### src/rtl/sram_arb_pkg.sv
// rtl/sram_arb_pkg.sv - shared state enum and default geometry for the single-port SRAM arbiter
package sram_arb_pkg;

  typedef enum logic {INIT = 1'b0, RUN = 1'b1} state_e;

  localparam int BITS_DEF       = 8;
  localparam int WORD_DEPTH_DEF = 128;
  localparam int ADD_WIDTH_DEF  = 7;

endpackage

### src/rtl/rr_arb2.sv
// rtl/rr_arb2.sv - two-way round-robin grant with its priority register
module rr_arb2 (
  input  logic       CLK,
  input  logic       RSTB,
  input  logic [1:0] valid,
  output logic [1:0] grant
);

  logic prio_q, prio_d;

  // prio names the requester that wins a tie; it then moves to the loser.
  always_comb begin
    grant = valid;
    if (valid == 2'b11) begin
      grant = prio_q ? 2'b10 : 2'b01;
    end
    prio_d = prio_q;
    if (grant[0]) begin
      prio_d = 1'b1;
    end else if (grant[1]) begin
      prio_d = 1'b0;
    end
  end

  always_ff @(posedge CLK or negedge RSTB) begin
    if (!RSTB) begin
      prio_q <= 1'b0;
    end else begin
      prio_q <= prio_d;
    end
  end

endmodule

### src/rtl/sram_1p_arbiter.sv
// rtl/sram_1p_arbiter.sv - zeroes a single-port SRAM, then arbitrates two requesters onto it
module sram_1p_arbiter
  import sram_arb_pkg::*;
#(
  parameter int Bits       = BITS_DEF,
  parameter int Word_Depth = WORD_DEPTH_DEF,
  parameter int Add_Width  = ADD_WIDTH_DEF
) (
  input  logic                 CLK,
  input  logic                 RSTB,
  input  logic                 clr,
  output logic                 init_done,
  input  logic                 req0_valid,
  output logic                 req0_ready,
  input  logic                 req0_wen,
  input  logic [Add_Width-1:0] req0_addr,
  input  logic [Bits-1:0]      req0_wdata,
  input  logic                 req1_valid,
  output logic                 req1_ready,
  input  logic                 req1_wen,
  input  logic [Add_Width-1:0] req1_addr,
  input  logic [Bits-1:0]      req1_wdata,
  output logic                 resp0_valid,
  output logic [Bits-1:0]      resp0_rdata,
  output logic                 resp1_valid,
  output logic [Bits-1:0]      resp1_rdata,
  output logic                 sram_CEB,
  output logic                 sram_WEB,
  output logic [Add_Width-1:0] sram_A,
  output logic [Bits-1:0]      sram_D,
  input  logic [Bits-1:0]      sram_Q
);

  localparam logic [Add_Width:0] ZC_LAST = (Add_Width+1)'(Word_Depth - 1);
  localparam logic [Add_Width:0] ZC_ONE  = {{Add_Width{1'b0}}, 1'b1};

  state_e             state_q, state_d;
  logic [Add_Width:0] zero_cnt_q, zero_cnt_d;
  logic [1:0]         arb_valid, grant;
  logic [1:0]         rd_pend_q, rd_pend_d;

  assign arb_valid = (state_q == RUN) ? {req1_valid, req0_valid} : 2'b00;

  rr_arb2 u_arb (
    .CLK   (CLK),
    .RSTB  (RSTB),
    .valid (arb_valid),
    .grant (grant)
  );

  assign req0_ready = grant[0];
  assign req1_ready = grant[1];
  assign init_done  = (state_q == RUN);

  // Q is only meaningful the cycle after a read, so the data path is gated by the pending bit.
  assign rd_pend_d   = grant & ~{req1_wen, req0_wen};
  assign resp0_valid = rd_pend_q[0];
  assign resp1_valid = rd_pend_q[1];
  assign resp0_rdata = rd_pend_q[0] ? sram_Q : '0;
  assign resp1_rdata = rd_pend_q[1] ? sram_Q : '0;

  always_comb begin
    state_d    = state_q;
    zero_cnt_d = zero_cnt_q;
    sram_CEB   = 1'b1;
    sram_WEB   = 1'b1;
    sram_A     = '0;
    sram_D     = '0;
    // Reset also idles the macro pins combinationally, since INIT would otherwise enable it.
    if (RSTB) begin
      case (state_q)
        INIT: begin
          sram_CEB   = 1'b0;
          sram_WEB   = 1'b0;
          sram_A     = zero_cnt_q[Add_Width-1:0];
          zero_cnt_d = zero_cnt_q + ZC_ONE;
          if (zero_cnt_q == ZC_LAST) begin
            state_d = RUN;
          end
        end
        RUN: begin
          if (grant[1]) begin
            sram_CEB = 1'b0;
            sram_WEB = ~req1_wen;
            sram_A   = req1_addr;
            sram_D   = req1_wdata;
          end else if (grant[0]) begin
            sram_CEB = 1'b0;
            sram_WEB = ~req0_wen;
            sram_A   = req0_addr;
            sram_D   = req0_wdata;
          end
        end
        default: state_d = INIT;
      endcase
      if (clr) begin
        state_d    = INIT;
        zero_cnt_d = '0;
      end
    end
  end

  always_ff @(posedge CLK or negedge RSTB) begin
    if (!RSTB) begin
      state_q    <= INIT;
      zero_cnt_q <= '0;
      rd_pend_q  <= '0;
    end else begin
      state_q    <= state_d;
      zero_cnt_q <= zero_cnt_d;
      rd_pend_q  <= rd_pend_d;
    end
  end

endmodule

### config.mk
export PLATFORM = sky130hd
export DESIGN_NAME = sram_1p_arbiter
export DESIGN_NICKNAME = d
export VERILOG_FILES = /design/src/rtl/sram_arb_pkg.sv /design/src/rtl/rr_arb2.sv /design/src/rtl/sram_1p_arbiter.sv
export SDC_FILE = /design/constraint.sdc
export NUM_CORES = 1
export LEC_CHECK = 0
export BUFFER_PORTS_ARGS = -buffer_cell sky130_fd_sc_hd__buf_2
export CAP_MARGIN = 10
export CORE_ASPECT_RATIO = 0.5
export CORE_UTILIZATION = 41
export CTS_BUF_LIST = sky130_fd_sc_hd__clkbuf_4
export DETAILED_ROUTE_END_ITERATION = 8
export PLACE_DENSITY = 0.91
export SYNTH_ARGS = -nofsm -noshare
export SYNTH_HDL_FRONTEND = slang
export SYNTH_SLANG_ARGS = --single-unit
### constraint.sdc
create_clock -name CLK -period 1.65 [get_ports CLK]
set_input_delay 0.0825 -clock CLK [delete_from_list [all_inputs] [get_ports CLK]]
set_output_delay 0.0825 -clock CLK [all_outputs]
set_load 0.005 [all_outputs]
== Word level (Yosys, flattened, before mapping) ==
Index checks and enable logic that the tools add are counted.

* Register bits after elaboration: 12
* Bits in latches: 0
* RAM bits: 0
* Memory bits (read-only): 0
* Input port bits: 45
* Output and inout port bits: 38
* Memories kept: 0

* $add $sub $neg: 1
* Multiply operators: 0
* Divide/modulo/power cells: 0
* $lt $le $gt $ge: 0
* Equal/unequal tests: 3
* Shift-type cells: 0
* Multiplexer cells: 28
* Bitwise gates (word level): 5
* Reductions and logical operators: 2

{| class="wikitable"
|+ Operators with widths
! kind !! count
|-
| $mux W8 || 8
|-
| $mux W7 || 3
|-
| $pmux W7 S2 || 1
|-
| $mux W1 || 11
|-
| $add A8 B1 Y8 const B || 1
|-
| $eq A8 B7 Y1 const B || 1
|-
| $mux W2 || 3
|-
| $pmux W1 S2 || 2
|-
| $not A1 Y1 || 3
|-
| $and A2 B2 Y2 || 1
|-
| $eq A2 B2 Y1 const B || 1
|-
| $ne A2 B2 Y1 const B || 1
|-
| $not A2 Y2 || 1
|-
| $reduce_and A2 Y1 || 1
|-
| $reduce_bool A2 Y1 || 1
|}

== Logic depth before layout (Yosys ltp) ==
* Depth after elaboration: 7
* Mapped depth: 5

== Hierarchy ==
From an unflattened synthesis, not the netlist that was laid out.

* Cell total of the unflattened synthesis: 130
* Area total of the unflattened synthesis: 1041.0 sq um

{| class="wikitable"
|+ Modules (own cells, without submodules)
! module !! times used !! cells each !! area each (sq um)
|-
| sram_1p_arbiter || 1 || 123 || 980.9
|-
| rr_arb2 || 1 || 7 || 60.1
|}

== Least setup slack after synthesis ==
OpenSTA, ideal clock, no wires.

* Kind: register to register
* Start: register zero_cnt_q[0]
* End: register zero_cnt_q[4]
* Arrival time: 1184 ps
* Required time: 1573 ps
* Path slack: 389 ps
* Cell stages (with the launch flop): 5
* Buffers on the path: 0
* Cell sequence: dfrtp_1 -> ha_1 -> nand2_1 -> or4_1 -> a21oi_1

* Word-level cells in the longest chain between the ends: 3

{| class="wikitable"
|+ RTL lines
! element !! RTL line !! text
|-
| start, declared || sram_1p_arbiter.sv:38 || <nowiki>logic [Add_Width:0] zero_cnt_q, zero_cnt_d;</nowiki>
|-
| start signal, assigned || sram_1p_arbiter.sv:110 || <nowiki>zero_cnt_q <= zero_cnt_d;</nowiki>
|-
| $add A8 B1 Y8 || sram_1p_arbiter.sv:76 || <nowiki>zero_cnt_d = zero_cnt_q + ZC_ONE;</nowiki>
|-
| $mux W8 || sram_1p_arbiter.sv:71 || <nowiki>case (state_q)</nowiki>
|-
| $mux W8 || sram_1p_arbiter.sv:96 || <nowiki>if (clr) begin</nowiki>
|}

No other way between the ends. The select of a mux whose other input is x is not followed.
A chain may end at the register's enable or synchronous reset.

== Worst setup path after layout ==
* Start: register u_arb.prio_q
* End: output sram_WEB

* Word-level cells in the longest chain between the ends: 6

{| class="wikitable"
|+ RTL lines
! element !! RTL line !! text
|-
| start, declared || rr_arb2.sv:9 || <nowiki>logic prio_q, prio_d;</nowiki>
|-
| start signal, assigned || rr_arb2.sv:29 || <nowiki>prio_q <= prio_d;</nowiki>
|-
| $mux W2 (*) || rr_arb2.sv:15 || <nowiki>grant = prio_q ? 2'b10 : 2'b01;</nowiki>
|-
| $mux W2 (*) || rr_arb2.sv:14 || <nowiki>if (valid == 2'b11) begin</nowiki>
|-
| $mux W1 || sram_1p_arbiter.sv:87 || <nowiki>end else if (grant[0]) begin</nowiki>
|-
| $mux W1 (*) || sram_1p_arbiter.sv:82 || <nowiki>if (grant[1]) begin</nowiki>
|-
| $pmux W1 S2 (*) || sram_1p_arbiter.sv:71 ||
|-
| $mux W1 (*) || sram_1p_arbiter.sv:70 || <nowiki>if (RSTB) begin</nowiki>
|-
| end, declared || sram_1p_arbiter.sv:28 || <nowiki>output logic sram_WEB,</nowiki>
|}

Mark *: on every way between the ends. The rest lies on a longest branch, timed or not.

==> impl_metrics.csv <==
group,metric,value,unit
status,status,"complete, no violations",
drt,via_per_inst,5.48,
global_route,antenna_found_initial,0,
yosys,syn_area,1090,µm²
clock_network,cts-root-buf,"clkbuf_4",
drt,ant_nets,0,
critical_path,required,1.57,ns
die,dieHeight,38.4,µm
timing,setup_viol_count_final,0,
critical_path,crit_end,"sram_WEB",
drt,wl_met3,268,µm
global_route,grt_start_max_net_pins,18,
power_and_ir_drop,p_int,512,µW
drt,maxUsedRoutingLayer,"met4",
critical_path,crit_arrival,1.51,ns
die,io_pins,83,
cells_and_area,fin_util,0.691,
timing,fmax,629,MHz
die,die-area,2870,µm²
yosys,seq_area_frac_synth,0.276,
cells_and_area,layout_commonest_cell,"buf_2",
yosys,synthDistinctLibCells,26,
cells_and_area,area_growth,49.8,%
timing,finalCritPeriodShare,0.964,
placement,place_hpwl,2610,µm
global_route,grt_pass1_wl,5570,µm
critical_path,r2r_end,"zero_cnt_q[4]",
drt,wl_per_cell,13.1,µm
drt,drt_iter0_drc,84,
power_and_ir_drop,p_comb_frac,0.291,
clock_network,cts_buffers,3,
critical_path,crit_path_start_kind,"register",
yosys,netlist_instances,148,
drt,wl_met2,1720,µm
power_and_ir_drop,switching_share,0.343,
yosys,yosysWarningCount,0,
critical_path,r2r_cells,4,
clock_network,cts_tree,"built",
power_and_ir_drop,clock_power_share,0.257,
global_route,grt_overflow_total,0,
cells_and_area,drive_gt1_frac,0.415,
timing,finalHoldViolCount,0,
timing,fin_crit,1.59,ns
die,core,2360,µm²
power_and_ir_drop,ir_drop,274,µV
run,cap_violations,0,
clock_network,clkTransAtPathRegs,0.08,ns
die,die_w,74.8,µm
clock_network,cts_max_level,1,
die,rows,12,
yosys,synth-seq-cells,12,
worst_hold_path,hold_class,"primary input to register",
timing,fin_skew,0.00112,ns
clock_network,clkSinkCount,12,
drt,vias,1485,
critical_path,r2r_setup_slack,0.12,ns
yosys,synth_nets,194,
critical_path,cp_slowest_cell,"dfrtp_1",
critical_path,crit_type,"register to output port",
drt,drt-total-wl,3560,µm
critical_path,end_kind,"output port",
placement,gp_congestion,0.853,
clock_network,cts_buffer_depth,2,
timing,finalMaxSlewViolations,0,
die,start_util,0.461,
power_and_ir_drop,p_per_area,479,nW/µm²
critical_path,max_stage_delay,0.42,ns
critical_path,cp_max_fo,17,
drt,dr.pass1.iters,4,
cells_and_area,nets,283,
cells_and_area,fillCellCount,178,
critical_path,crit_chain,"nand2b_1, buf_4, nand3_1, a31o_2, buf_2",
critical_path,startpoint,"u_arb.prio_q",
timing,slew_headroom,0.720,
critical_path,reg2reg_from,"init_done",
clock_network,clk_latency,0.28,ns
drt,wl_met1,1490,µm
drt,drc,0,
global_route,grt_pass1_vias,1285,
placement,portBuffers,82,
power_and_ir_drop,switchingPower,268,µW
timing,fin_hold_ws,0.0500,ns
power_and_ir_drop,p_seq_frac,0.452,
global_route,grt.total_usage,0.259,
cells_and_area,n_antenna_cell,0,
timing,tightest_slew,0.420,ns
yosys,syn_area_per_cell,7.35,µm²
cells_and_area,mostFrequentLayoutCells,"buf_2 (82), nand3_1 (31), and2_1 (21), nand2_1 (17), a21oi_1 (15)",
cells_and_area,finish.instance_area,1630,µm²
placement,placed_area,1540,µm²
timing,fin_tns_setup,0,ns
power_and_ir_drop,leakage,0.000837,µW
==> per-stage QoR <==
step | worst slack (ns) | power, µW | instances
global placement | 0.317 | 558 | 261
CTS | 0.0450 | 777 | 270
global route | -0.0117 | 820 | 271
floorplan | 0.389 | 460 | 148
detailed placement | 0.252 | 567 | 261
finish | 0.0593 | 780 | 271
==> layer usage <==
layer  global-route usage  vias to the layer above
met3               0.0474                       11
met4                0.118                        0
met5                    0                        -
li1                     -                      713
met1                0.317                      669
met2                0.453                       92
==> power groups by stage <==
stage | combinational, µW | clock [µW] | sequential [µW]
global placement | 203 | 0 | 354
finish | 227 | 200 | 353
detailed placement | 210 | 0 | 357
floorplan | 111 | 0 | 349
CTS | 222 | 203 | 352
global route | 249 | 215 | 357
==> state kept, by name (all words and copies together) (netlist names) <==
| signal | flops |
|---|---|
| rd_pend_q | 2 |
| init_done | 1 |
| zero_cnt_q | 8 |
| u_arb.prio_q | 1 |
==> critical path, delay by kind of cell, from the launching register on <==
family,cells,cell delay [ns]
AO/OA/AOI/OAI,1,0.24
buffers and inverters,2,0.34
flip-flops,1,0.42
AND/OR/NAND/NOR,2,0.24
==> cell type report <==
cell class	count	area (µm²)	share of cell area
multi-input cells	124	733	0.450
repair buffers	94	517	0.317
flip-flops and latches	12	302	0.185
well taps	35	43.8	0.0269
clock buffers	3	22.5	0.0138
inverters	2	7.51	0.00461
clock inverters	1	3.75	0.00230
==> cell families (layout without fill, tap and decap cells) <==
logic type,after synthesis,after routing,share of synthesized area
mux,3,3,0.0276
compound gates,24,24,0.138
fa+ha+maj,1,1,0.0115
simple gates,96,96,0.495
flops,12,12,0.276
buf+inv,12,100,0.0518
==> cells in the mapped netlist <==
cell       count  area [µm²]
a21boi_2       1        11.3
a21oi_1       15        75.1
a31o_2         1        8.76
a31oi_1        1        6.26
and2_0         1        6.26
and2_1        21         131
and4bb_2       1        12.5
buf_2          6        30.0
buf_4          1        7.51
clkbuf_1       3        11.3
dfrtp_1       12         300
ha_1           1        12.5
inv_1          2        7.51
mux2i_1        3        30.0
nand2_1       17        63.8
nand2_4        1        11.3
nand2b_1       5        31.3
nand3_1       31         155
nand4_1        8        50.1
nor2b_1        4        25.0
nor3b_1        1        7.51
nor4_1         3        18.8
o2bb2ai_1      3        26.3
o31ai_1        3        22.5
or4_1          2        15.0
or4b_1         1        10.0
==> repair_timing <==
item	in CTS	in global routing
setup endpoints to repair	0	15
setup buffers	0	1
hold buffers	5	0
endpoints found under the hold margin	14	0
resized for setup	0	3
==> worst min path at each step <==
stage / slack [ns] / from / cells after the start / endpoint
floorplan: -0.21 / RSTB / 0 / init_done
global placement: -0.03 / RSTB / 1 / init_done
detailed placement: -0.03 / RSTB / 1 / init_done
CTS: 0.04 / clr / 2 / zero_cnt_q[0]
global route: 0.06 / clr / 2 / zero_cnt_q[0]
finish: 0.05 / clr / 2 / zero_cnt_q[0]
Power figures use the tool's default switching activity.
